`config.mk`:
```
export PLATFORM = sky130hd
export DESIGN_NAME = johnson_decoder_flat
export DESIGN_NICKNAME = d
export VERILOG_FILES = /design/src/rtl/johnson_pkg.sv /design/src/rtl/johnson_decoder_if.sv /design/src/rtl/johnson_to_bin.sv /design/src/rtl/johnson_decoder.sv /design/src/flat_wrapper.sv
export SDC_FILE = /design/constraint.sdc
export NUM_CORES = 1
export LEC_CHECK = 0
export BUFFER_PORTS_ARGS = -buffer_cell sky130_fd_sc_hd__buf_2
export CAP_MARGIN = 5
export CORE_AREA = 2 2 47 66
export DETAILED_ROUTE_END_ITERATION = 8
export DIE_AREA = 0 0 49 68
export SYNTH_ARGS = -nofsm -noshare
export SYNTH_HDL_FRONTEND = slang
export SYNTH_SLANG_ARGS = --single-unit
```
`constraint.sdc`:
```
create_clock -name clock -period 6.95 [get_ports clock]
set_input_delay 1.39 -clock clock [delete_from_list [all_inputs] [get_ports clock]]
set_output_delay 1.39 -clock clock [all_outputs]
set_load 0.02 [all_outputs]
```
`src/rtl/johnson_pkg.sv`:
```
// Shared Johnson-code helpers: FSM state encoding plus legality and
// code-to-position decode usable by any Johnson encoder/decoder.
package johnson_pkg;

  // Widest Johnson code the helper functions accept.
  localparam int JW_MAX = 32;

  typedef enum logic {
    ST_UNLOCKED = 1'b0,
    ST_LOCKED   = 1'b1
  } state_t;

  // A Johnson code has at most one boundary between its run of ones and
  // its run of zeros, so at most one adjacent bit pair may differ.
  function automatic logic johnson_legal(input logic [JW_MAX-1:0] code,
                                         input int width);
    int diffs;
    diffs = 0;
    for (int i = 0; i < JW_MAX - 1; i++) begin
      if ((i < width - 1) && (code[i] != code[i+1])) diffs++;
    end
    return (diffs <= 1);
  endfunction

  // Ones count gives the position on the filling half; once the MSB is
  // set the code is draining, so the position mirrors. All-ones lands on
  // width through the same formula (2*width - width).
  function automatic int johnson_to_pos(input logic [JW_MAX-1:0] code,
                                        input int width);
    int n;
    n = 0;
    for (int i = 0; i < JW_MAX; i++) begin
      if ((i < width) && code[i]) n++;
    end
    if (code[width-1]) return 2 * width - n;
    return n;
  endfunction

endpackage

```
`src/rtl/johnson_decoder_if.sv`:
```
// Sample-side and status-side signals of the Johnson decoder.
interface johnson_decoder_if #(
  parameter int WIDTH     = 4,
  parameter int ERR_CNT_W = 8
);
  localparam int PW = $clog2(2 * WIDTH);

  logic [WIDTH-1:0]     code_in;
  logic                 code_valid;
  logic                 err_clr;
  logic [PW-1:0]        pos;
  logic                 pos_valid;
  logic                 dir;
  logic                 step;
  logic                 illegal;
  logic                 skip;
  logic [ERR_CNT_W-1:0] err_count;

  // Source of code samples; observes the decoder status.
  modport master (
    output code_in, code_valid, err_clr,
    input  pos, pos_valid, dir, step, illegal, skip, err_count
  );

  // The decoder itself.
  modport slave (
    input  code_in, code_valid, err_clr,
    output pos, pos_valid, dir, step, illegal, skip, err_count
  );

endinterface

```
`src/rtl/johnson_to_bin.sv`:
```
// Combinational Johnson-code decode: legality flag and binary position.
module johnson_to_bin
  import johnson_pkg::*;
#(
  parameter int WIDTH = 4,
  localparam int PW   = $clog2(2 * WIDTH)
) (
  input  logic [WIDTH-1:0] code,
  output logic             legal,
  output logic [PW-1:0]    k
);

  logic [JW_MAX-1:0] code_ext;

  // Widen the sample to the helper width and decode it.
  always_comb begin
    code_ext = {{(JW_MAX-WIDTH){1'b0}}, code};
    legal    = johnson_legal(code_ext, WIDTH);
    k        = PW'(johnson_to_pos(code_ext, WIDTH));
  end

endmodule

```
`src/rtl/johnson_decoder.sv`:
```
// Johnson-code position decoder: locks onto a legal code, tracks +/-1
// steps and direction, flags illegal codes and skipped positions, and
// keeps a saturating error count.
module johnson_decoder
  import johnson_pkg::*;
#(
  parameter int WIDTH     = 4,
  parameter int ERR_CNT_W = 8
) (
  input  logic               clock,
  input  logic               reset_n,
  johnson_decoder_if.slave   bus
);

  localparam int PW      = $clog2(2 * WIDTH);
  localparam int NSTATES = 2 * WIDTH;

  // ---- stage p0: combinational decode of the current sample ----
  logic          legal_p0;
  logic [PW-1:0] k_p0;
  logic [PW:0]   delta_p0;

  johnson_to_bin #(.WIDTH(WIDTH)) u_to_bin (
    .code  (bus.code_in),
    .legal (legal_p0),
    .k     (k_p0)
  );

  // ---- stage p1: registered decoder state and outputs ----
  state_t               state_p1, state_nxt;
  logic [PW-1:0]        pos_p1, pos_nxt;
  logic                 dir_p1, dir_nxt;
  logic                 step_p1, step_nxt;
  logic                 illegal_p1, illegal_nxt;
  logic                 skip_p1, skip_nxt;
  logic [ERR_CNT_W-1:0] err_p1, err_nxt;
  logic                 err_event;

  // Next state, pulse outputs and error count from the current sample.
  always_comb begin
    state_nxt   = state_p1;
    pos_nxt     = pos_p1;
    dir_nxt     = dir_p1;
    step_nxt    = 1'b0;
    illegal_nxt = 1'b0;
    skip_nxt    = 1'b0;
    err_event   = 1'b0;
    err_nxt     = err_p1;

    // Forward distance around the ring, kept non-negative.
    if (k_p0 >= pos_p1)
      delta_p0 = {1'b0, k_p0} - {1'b0, pos_p1};
    else
      delta_p0 = ({1'b0, k_p0} + (PW+1)'(NSTATES)) - {1'b0, pos_p1};

    if (bus.code_valid) begin
      if (!legal_p0) begin
        illegal_nxt = 1'b1;
        err_event   = 1'b1;
        state_nxt   = ST_UNLOCKED;
      end else begin
        unique case (state_p1)
          ST_UNLOCKED: begin
            pos_nxt   = k_p0;
            state_nxt = ST_LOCKED;
          end
          ST_LOCKED: begin
            if (delta_p0 == (PW+1)'(1)) begin
              step_nxt = 1'b1;
              dir_nxt  = 1'b1;
              pos_nxt  = k_p0;
            end else if (delta_p0 == (PW+1)'(NSTATES - 1)) begin
              step_nxt = 1'b1;
              dir_nxt  = 1'b0;
              pos_nxt  = k_p0;
            end else if (delta_p0 != '0) begin
              skip_nxt  = 1'b1;
              err_event = 1'b1;
              pos_nxt   = k_p0;
            end
          end
          default: state_nxt = ST_UNLOCKED;
        endcase
      end
    end

    // A clear wipes earlier history; an error in the same cycle still counts.
    if (bus.err_clr)
      err_nxt = err_event ? ERR_CNT_W'(1) : '0;
    else if (err_event && (err_p1 != {ERR_CNT_W{1'b1}}))
      err_nxt = err_p1 + ERR_CNT_W'(1);
  end

  // State register with synchronous active-low reset.
  always_ff @(posedge clock) begin
    if (!reset_n) begin
      state_p1   <= ST_UNLOCKED;
      pos_p1     <= '0;
      dir_p1     <= 1'b1;
      step_p1    <= 1'b0;
      illegal_p1 <= 1'b0;
      skip_p1    <= 1'b0;
      err_p1     <= '0;
    end else begin
      state_p1   <= state_nxt;
      pos_p1     <= pos_nxt;
      dir_p1     <= dir_nxt;
      step_p1    <= step_nxt;
      illegal_p1 <= illegal_nxt;
      skip_p1    <= skip_nxt;
      err_p1     <= err_nxt;
    end
  end

  assign bus.pos       = pos_p1;
  assign bus.pos_valid = (state_p1 == ST_LOCKED);
  assign bus.dir       = dir_p1;
  assign bus.step      = step_p1;
  assign bus.illegal   = illegal_p1;
  assign bus.skip      = skip_p1;
  assign bus.err_count = err_p1;

endmodule

```
`src/flat_wrapper.sv`:
```
// flat-port wrapper written by rule: the top's interface ports become plain ports
module johnson_decoder_flat import johnson_pkg::*;
#(
  parameter int WIDTH     = 4,
  parameter int ERR_CNT_W = 8
)
  (clock, reset_n, bus_code_in, bus_code_valid, bus_err_clr, bus_pos, bus_pos_valid, bus_dir, bus_step, bus_illegal, bus_skip, bus_err_count);
  johnson_decoder_if #(.WIDTH(WIDTH), .ERR_CNT_W(ERR_CNT_W)) bus_i ();
  input  logic clock;
  input  logic reset_n;
  input wire logic [$bits(bus_i.code_in)-1:0] bus_code_in;
  input wire logic [$bits(bus_i.code_valid)-1:0] bus_code_valid;
  input wire logic [$bits(bus_i.err_clr)-1:0] bus_err_clr;
  output wire logic [$bits(bus_i.pos)-1:0] bus_pos;
  output wire logic [$bits(bus_i.pos_valid)-1:0] bus_pos_valid;
  output wire logic [$bits(bus_i.dir)-1:0] bus_dir;
  output wire logic [$bits(bus_i.step)-1:0] bus_step;
  output wire logic [$bits(bus_i.illegal)-1:0] bus_illegal;
  output wire logic [$bits(bus_i.skip)-1:0] bus_skip;
  output wire logic [$bits(bus_i.err_count)-1:0] bus_err_count;
  assign bus_i.code_in = bus_code_in;
  assign bus_i.code_valid = bus_code_valid;
  assign bus_i.err_clr = bus_err_clr;
  assign bus_pos = bus_i.pos;
  assign bus_pos_valid = bus_i.pos_valid;
  assign bus_dir = bus_i.dir;
  assign bus_step = bus_i.step;
  assign bus_illegal = bus_i.illegal;
  assign bus_skip = bus_i.skip;
  assign bus_err_count = bus_i.err_count;
  johnson_decoder #(.WIDTH(WIDTH), .ERR_CNT_W(ERR_CNT_W)) u_core (.clock(clock), .reset_n(reset_n), .bus(bus_i));
endmodule
```
== Word-level counts from Yosys, hierarchy flattened ==
Index checks and enable logic that the tools add are counted.
Storage, ports and cells
  bits in registers: 16
  bits of input ports: 8
  output and inout bits: 16
  word-level logic and storage cells: 66
Operators by class
  add/sub/neg operators: 10
  $lt $le $gt $ge: 2
  equal/unequal tests: 7
  muxes and demuxes: 30
  bitwise gates (word level): 1
  reductions and logical operators: 9
Operator list (count)
  less-or-equal comparator 32 x 2 -> 1 bit (second input constant): 1
  two-way mux 32 bit: 1
  two-way mux 3 bit: 7
  two-way mux 1 bit: 16
  two-way mux 8 bit: 2
  adder 8 x 1 -> 8 bit (second input constant): 1
  inequality test 8 bit (second input constant): 1
  AND reduction 4 bit: 2
  adder 2 x 1 -> 3 bit (second input constant): 2
  one-hot mux 3 bit (2 select lines): 1
  AND reduction 3 bit: 2
  adder 1 x 1 -> 2 bit (second input constant): 2
  adder 3 x 4 -> 4 bit (second input constant): 1
  == test 4 x 1 -> 1 bit (second input constant): 1
  == test 4 x 3 -> 1 bit (second input constant): 1
  two-way mux 2 bit: 2
  two-way mux 4 bit: 1
  inequality test 4 bit (second input constant): 1
  nonzero test 2 bit: 2
  nonzero test 4 bit: 1
  subtractor 3 x 3 -> 4 bit: 1
  subtractor 4 x 3 -> 4 bit: 1
  adder 3 x 2 -> 3 bit (second input constant): 1
  >= comparator 3 bit: 1
  5 further kinds: 7

== Longest topological paths before layout ==
Gate-level depths: netlist of the first run.
  word-level depth: 23
  gate-level depth with buffers: 17

== By module ==
A second synthesis of the first run with hierarchy kept.
Second synthesis, totals
  cell total of the unflattened synthesis: 137
  area total of the unflattened synthesis: 1187.4 sq um
Modules (own cells, without submodules)
  johnson_decoder: times used 1, cells an instance 109, area an instance 957.2 sq um, sequential area each 320.3 sq um
  johnson_to_bin: times used 1, cells an instance 28, area an instance 230.2 sq um, sequential area each 0.0 sq um

== Least setup slack after synthesis of the first run ==
Ideal clock, no wire load.
  path kind: in2reg
  start point: in bus_code_in[0]
  end point: reg u_core.err_p1[7] (netlist: u_core.bus.err_count[7])
  library setup time: 0.115 ns
  arrival: 4.924 ns
  setup slack: 1.911 ns
  stages on the path: 16
  cells stage by stage: inv_1 > ha_1 > xor2_1 > ha_1 > mux2i_1 > ha_1 > mux2_2 > fa_1 > fa_1 > nor2b_1 > a21oi_1 > o31ai_2 > a21o_1 > buf_6 > o31a_1 > o21a_1
On the way
  longest elaborated chain between the ends: 22
RTL lines
  start, declared: line flat_wrapper.sv:11  | input wire logic [$bits(bus_i.code_in)-1:0] bus_code_in;
  two-way mux 1 bit (*): line johnson_pkg.sv:33  | if ((i < width) && code[i]) n++;
  adder 1 x 1 -> 2 bit: line johnson_pkg.sv:33
  two-way mux 2 bit (*): line johnson_pkg.sv:33
  adder 2 x 1 -> 3 bit: line johnson_pkg.sv:33
  two-way mux 3 bit (*): line johnson_pkg.sv:33
  adder 3 x 2 -> 3 bit: line johnson_pkg.sv:33
  two-way mux 3 bit (*): line johnson_pkg.sv:33
  subtractor 1 x 3 -> 3 bit: line johnson_pkg.sv:35  | if (code[width-1]) return 2 * width - n;
  [2 not listed]
  net u_core.k_p0[1]: line johnson_decoder.sv:20  | logic [PW-1:0] k_p0;
  [4 not listed]
  two-way mux 1 bit: line johnson_decoder.sv:76  | end else if (delta_p0 != '0) begin
  two-way mux 1 bit: line johnson_decoder.sv:72  | end else if (delta_p0 == (PW+1)'(NSTATES - 1)) begin
  two-way mux 1 bit (*): line johnson_decoder.sv:68  | if (delta_p0 == (PW+1)'(1)) begin
  two-way mux 1 bit (*): line johnson_decoder.sv:62  | unique case (state_p1)
  two-way mux 1 bit (*): line johnson_decoder.sv:57  | if (!legal_p0) begin
  two-way mux 1 bit (*): line johnson_decoder.sv:56  | if (bus.code_valid) begin
  logical AND 1 bit (*): line johnson_decoder.sv:90  | else if (err_event && (err_p1 != {ERR_CNT_W{1'b1}}))
  nonzero test 2 bit (no line) (*)
  end signal, assigned: line johnson_decoder.sv:111  | err_p1 <= err_nxt;
  end, declared: line johnson_decoder.sv:36  | logic [ERR_CNT_W-1:0] err_p1, err_nxt;
The timed path passes the listed nets; every way through them passes the cells marked *.
A chain may end at the register's enable or synchronous reset.

== Worst setup path after layout of the first run ==
  start point: in bus_code_in[1]
  end point: reg u_core.err_p1[5] (netlist: u_core.bus.err_count[5])
On the way
  longest elaborated chain between the ends: 20
RTL lines
  two-way mux 2 bit (*): line johnson_pkg.sv:33
  adder 2 x 1 -> 3 bit: line johnson_pkg.sv:33
  two-way mux 3 bit (*): line johnson_pkg.sv:33
  adder 3 x 2 -> 3 bit: line johnson_pkg.sv:33
  two-way mux 3 bit (*): line johnson_pkg.sv:33
  subtractor 1 x 3 -> 3 bit: line johnson_pkg.sv:35
  two-way mux 3 bit: line johnson_pkg.sv:35
  two-way mux 3 bit (*): line johnson_pkg.sv:36  | return n;
  net u_core.k_p0[1]: line johnson_decoder.sv:20
  [4 not listed]
  two-way mux 1 bit: line johnson_decoder.sv:76
  two-way mux 1 bit: line johnson_decoder.sv:72
  two-way mux 1 bit (*): line johnson_decoder.sv:68
  two-way mux 1 bit (*): line johnson_decoder.sv:62
  two-way mux 1 bit (*): line johnson_decoder.sv:57
  two-way mux 1 bit (*): line johnson_decoder.sv:56
  logical AND 1 bit (*): line johnson_decoder.sv:90
  nonzero test 2 bit (no line) (*)
Marks and branches as above.

==> run summary, run 1 <==
dpl cell area = 1190 µm²
initial antenna violation count = 0
worst clock skew = 0.00489 ns
Final #Nets = 164
hold path cells = 2
Reg clk slew, reported paths = 0.07 ns
CTS tree = built
Max-Cap Viols = 0
CORE AREA = 2790 µm²
multi-input logic area = 674 µm²
final instance area = 1240 µm²
Avg Cell Area, Syn = 8.76 µm²
worst slack at placement = 1.29 ns
post-route ant nets = 0
Routed WL = 2250 µm
Pwr per Cell Area = 225 nW/µm²
Num CTS Buffers = 3
gr usage total = 0.142
Seq/Total Area, Yosys = 0.305
WL/cell = 12.4 µm
Setup-failing EPs final = 0
# diodes = 0
crit path max fanout = 14
layout cell share with drive strength beyond 1 = 0.222
Die ar. = 3330 µm²
HPWL Detailed = 1840 µm
H-Tree Depth = 1
synthesized net count = 139
Die Wd = 49 µm
first-pass GRT wire length = 3570 µm
worst path arrival time = 5.59 ns
Worst-Margin Slew = 0.445 ns
Async SR Flop Fraction = 0
number of core rows = 23
Fmax = 185 MHz
most frequent cells in the layout = buf_2 (23), dfxtp_1 (16), a21oi_1 (11)
Worst R2R Path Depth = 10
Synth cell types = 38
Mapped Cells = 120
EDFF count, synth = 0
via count = 941
Num Clock Sinks = 16
Initial Utilization = 0.377
commonest non-fill, non-tap cell in the layout = buf_2
Max Transition Viols Final = 0
total gr overflow = 0
Post-CTS Resized = 0
PnR worst setup slack = 1.54 ns
PortBufs = 23
DR iter-0 viols = 11
postcts setup bufs = 0
vias per cell = 5.20
Most used DFF post-synth = dfxtp_1
Slew HR = 0.703
CP startpoint kind = input port
FF/Latch Area = 320 µm²
post-route minimum period = 5.41 ns
GPL Wtd Cong = 0.788
Final period util = 0.778
worst endpoint required time = 7.13 ns
# hold bufs at CTS = 0
Ports = 24
Netlist Area Pre-Place = 1050 µm²
drt pass-1 iters = 4
Die Ht = 68 µm
Longest Clk Path Bufs = 2
Crit Path Category = input port to flip-flop
status = finished, final reports clean
Lkg Pwr = 0.536 nW
CTS root buf = clkbuf_8
post-route DRC violation count = 0
RSZ-0062 raised after global routing = no
fillers = 285
largest net degree at the start of global routing = 15
Peak VDD IR = 110 µV
critical path endpoint category = flip-flop
setup TNS = 0 ns
hold_ws = 0.492 ns
Final Hold Fails = 0
Area Overhead vs Synth = 18.1%
Yosys reg bits = 16
vias in the first global route = 824
worst min-delay path category = flip-flop to flip-flop
Syn. warnings = 0
worst skew pair latency = 0.25 ns
[path summary, 6_finish.rpt]
| check | from | endpoint | slack [ns] |
|---|---|---|---|
| setup / recovery | bus_code_in[1] | u_core.bus.err_count[5] | 1.54 |
| setup reg to reg | u_core.bus.pos[0] | u_core.bus.err_count[5] | 4.01 |
| hold reg to reg | u_core.bus.err_count[5] | u_core.bus.err_count[5] | 0.49 |
| hold / removal | u_core.bus.err_count[5] | u_core.bus.err_count[5] | 0.49 |
[area by class of cell]
cell class	count	area share
sequential	16	0.258
timing repair buffer	23	0.0927
inverter	8	0.0242
multi-input combinational	93	0.543
tap	37	0.0373
clock buffer	4	0.0444
[through the flow]
step,power (mW),cells,utilization
2_1_floorplan,0.177,120,-
6_report,0.279,181,0.445
4_1_cts,0.285,181,0.445
3_3_place_gp,0.194,177,0.425
3_5_place_dp,0.199,177,0.425
5_1_grt,0.298,181,0.445
[power by group]
group | internal (mW) | switching (mW)
Clock | 0.0502 | 0.0319
Combinational | 0.0396 | 0.0586
Sequential | 0.0959 | 0.00313
Total | 0.186 | 0.0936
[logic make-up (layout without fill, tap and decap cells)]
kind of cell,count (synthesis),in the layout,synth area share
flops,16,16,0.305
compound gates,30,30,0.188
fa+ha+maj,11,11,0.145
buf+inv,11,35,0.0536
xor+xnor,4,4,0.0333
simple gates,42,42,0.217
mux,6,6,0.0583
[state kept, by name, summed over array words and instances (netlist names)]
name and flops:
u_core.bus.dir 1, u_core.bus.err_count 8, u_core.bus.illegal 1, u_core.bus.pos 3, u_core.bus.pos_valid 1, u_core.bus.skip 1
u_core.bus.step 1
[critical path: stages]
cell and delay (ns):
buf_2 0.13, inv_1 0.05, ha_1 0.34, xor2_1 0.29, ha_1 0.30, mux2i_1 0.19, ha_1 0.26, mux2_2 0.30
fa_1 0.43, fa_1 0.50, nor2b_1 0.16, a21oi_1 0.18, o31ai_2 0.09, a21o_1 0.32, or4_1 0.51, a21oi_1 0.15
[cell usage after synthesis, types with 2 or more instances]
library cell	n	area share
o21ai_0	5	0.024
nand3b_1	2	0.014
inv_1	8	0.029
a21oi_1	11	0.052
mux2i_1	5	0.048
xnor2_1	2	0.017
ha_1	9	0.11
xor2_1	2	0.017
and3_1	2	0.012
nand2b_1	3	0.018
o21a_1	2	0.014
o211ai_1	3	0.021
nor2b_1	2	0.012
nor2_1	7	0.025
buf_6	2	0.021
dfxtp_1	16	0.30
o31ai_1	2	0.014
fa_1	2	0.038
nand2_1	9	0.032
or3_1	4	0.024
nand3_1	5	0.024
[routing by layer]
layer  share of wire  vias up  global-route usage
li1                -      484                   -
met1            0.42      438               0.150
met2            0.53       17               0.269
met3           0.036        2              0.0328
met4          0.0058        0              0.0643
met5               0        -                   0
No activity file was read; power rests on OpenSTA's default activity.
==> run 2: changes to the inputs <==
==> constraint.sdc (replaced) <==
create_clock -name clock -period 4.4 [get_ports clock]
set_input_delay 0.88 -clock clock [delete_from_list [all_inputs] [get_ports clock]]
set_output_delay 0.88 -clock clock [all_outputs]
set_load 0.02 [all_outputs]
==> run summary, run 2 (synthesis results as in run 1) <==
status = finished, final reports clean
Peak VDD IR = 256 µV
vias per cell = 5.17
Num Clock Sinks = 16
Fmax = 234 MHz
Die Wd = 49 µm
GPL Wtd Cong = 0.832
CORE AREA = 2790 µm²
hold path cells = 2
CP startpoint kind = input port
Reg clk slew, reported paths = 0.07 ns
Setup-failing EPs final = 0
RR Endpoint = u_core.bus.err_count[5]
first-pass GRT wire length = 4340 µm
worst clock skew = 0.00814 ns
Num CTS Buffers = 3
total power = 0.512 mW
PortBufs = 23
hold_ws = 0.489 ns
gr usage total = 0.169
Slew HR = 0.765
# placed instances = 191
number of core rows = 23
post-route DRC violation count = 0
HPWL Detailed = 2030 µm
Final period util = 0.970
Lkg Pwr = 0.630 nW
worst path bufs/invs = 2
Worst R2R Path Depth = 10
CTS tree = built
critical path's top delay family = adder cells
Routed WL = 2750 µm
commonest non-fill, non-tap cell in the layout = buf_2
CTS root buf = clkbuf_8
worst endpoint required time = 4.58 ns
Largest register FFs = 8
WL/cell = 14.0 µm
Initial Utilization = 0.377
slowest stage delay, CP = 0.47 ns
layout cell share with drive strength beyond 1 = 0.388
fillers = 282
worst path arrival time = 4.45 ns
H-Tree Depth = 1
drt pass-1 iters = 4
Ports = 24
Max-Cap Viols = 0
Die Ht = 68 µm
worst slack at placement = -0.414 ns
worst skew pair latency = 0.25 ns
crit path max fanout = 6
PnR worst setup slack = 0.132 ns
Final #Nets = 180
cell seen most often among critical-path stages = ha_1
flop2flop setup slack = 1.64 ns
setup TNS = 0 ns
Longest Clk Path Bufs = 2
initial antenna violation count = 0
total gr overflow = 0
Hold Path End = u_core.bus.err_count[5]
vias in the first global route = 1,018
r2r startpoint = u_core.bus.pos[0]
# diodes = 0
start point of the worst hold path = u_core.bus.err_count[5]
largest net degree at the start of global routing = 10
CP max-delay cell = or4_1
DR iter-0 viols = 10
post-route ant nets = 0
RSZ-0062 raised after global routing = yes
worst path cell trace = buf_6 > inv_2 > ha_4 > xor2_2 > ha_1 > mux2i_1 > ha_1 > mux2_4 > fa_2 > fa_1 > a31o_1 > a21oi_2 > o31ai_2 > a21o_2 > or4_1 > a21oi_1
worst min-delay path category = flip-flop to flip-flop
most frequent cells in the layout = buf_2 (21), dfxtp_1 (16), buf_4 (14)
via count = 1,018
post-route minimum period = 4.27 ns
Area Overhead vs Synth = 37.9%
Max Transition Viols Final = 0
Pwr per Cell Area = 354 nW/µm²
Die ar. = 3330 µm²
critical path endpoint category = flip-flop
Final Hold Fails = 0
Crit Path Category = input port to flip-flop
Worst-Margin Slew = 0.350 ns
Post-Layout Cell Count = 197
run 2: cell types whose count changed in the layout (fill, tap and decap cells not counted), moves of 2 or more:
cell     change
buf_4       +14
buf_6        +4
a21oi_1      -3
a21oi_2      +3
buf_2        -2
inv_1        -2
inv_2        +2
xor2_1       -2
xor2_2       +2
run 2: power by group:
part | internal (mW) | switching, mW
Clock | 0.0792 | 0.0499
Combinational | 0.111 | 0.115
Sequential | 0.151 | 0.00561
run 2: final cells by class:
| class | count | area [µm²] | area share |
|---|---|---|---|
| clock buffers | 4 | 55.1 | 0.0380 |
| inverters | 8 | 30.0 | 0.0207 |
| multi-input cells | 93 | 742 | 0.512 |
| flip-flops and latches | 16 | 320 | 0.221 |
| well taps | 37 | 46.3 | 0.0320 |
| repair buffers | 39 | 255 | 0.176 |
run 2: worst max path at each step:
stage	from	cells after the start	slack, ns	end
finish	bus_code_in[1]	16	0.13	u_core.bus.err_count[5]
CTS	bus_code_in[1]	16	0.02	u_core.bus.err_count[5]
floorplan	bus_code_in[0]	16	0.01	u_core.bus.err_count[7]
global placement	bus_code_in[0]	16	-0.26	u_core.bus.err_count[5]
detailed placement	bus_code_in[1]	17	-0.41	u_core.bus.err_count[2]
global route	bus_code_in[0]	16	-0.02	u_core.bus.err_count[5]
run 2: through the flow:
| step | area (µm²) | util |
|---|---|---|
| detailed placement | 1320 | 0.472 |
| global placement | 1320 | 0.472 |
| finish | 1450 | 0.519 |
| floorplan | 1080 | - |
| global route | 1450 | 0.519 |
| CTS | 1400 | 0.502 |
run 2: worst register-to-register path: cells and delay by family (launching register included):
| family | cells | cell delay [ns] |
|---|---|---|
| and+or+nand+nor | 1 | 0.47 |
| DFF | 1 | 0.36 |
| adders and majority gates | 3 | 0.92 |
| AOI/OAI and AO/OA | 5 | 0.88 |
| buffers and inverters | 1 | 0.06 |
run 2: per-layer routing:
| layer | part of all wire | routed length, µm | track usage | vias to the layer above |
|---|---|---|---|---|
| met5 | 0 | 0 | 0 | - |
| met4 | 0.016 | 44 | 0.0679 | 0 |
| met3 | 0.032 | 88 | 0.0328 | 4 |
| met2 | 0.55 | 1510 | 0.337 | 19 |
| met1 | 0.40 | 1110 | 0.171 | 486 |
| li1 | - | - | - | 509 |
run 2: repair_timing:
action | 4_1_cts | 5_1_grt
resized for setup | 6 | 14
pin swaps | 6 | 4
endpoints found under the setup margin | 7 | 8
setup buffers | 2 | 0
hold buffers | 0 | 0
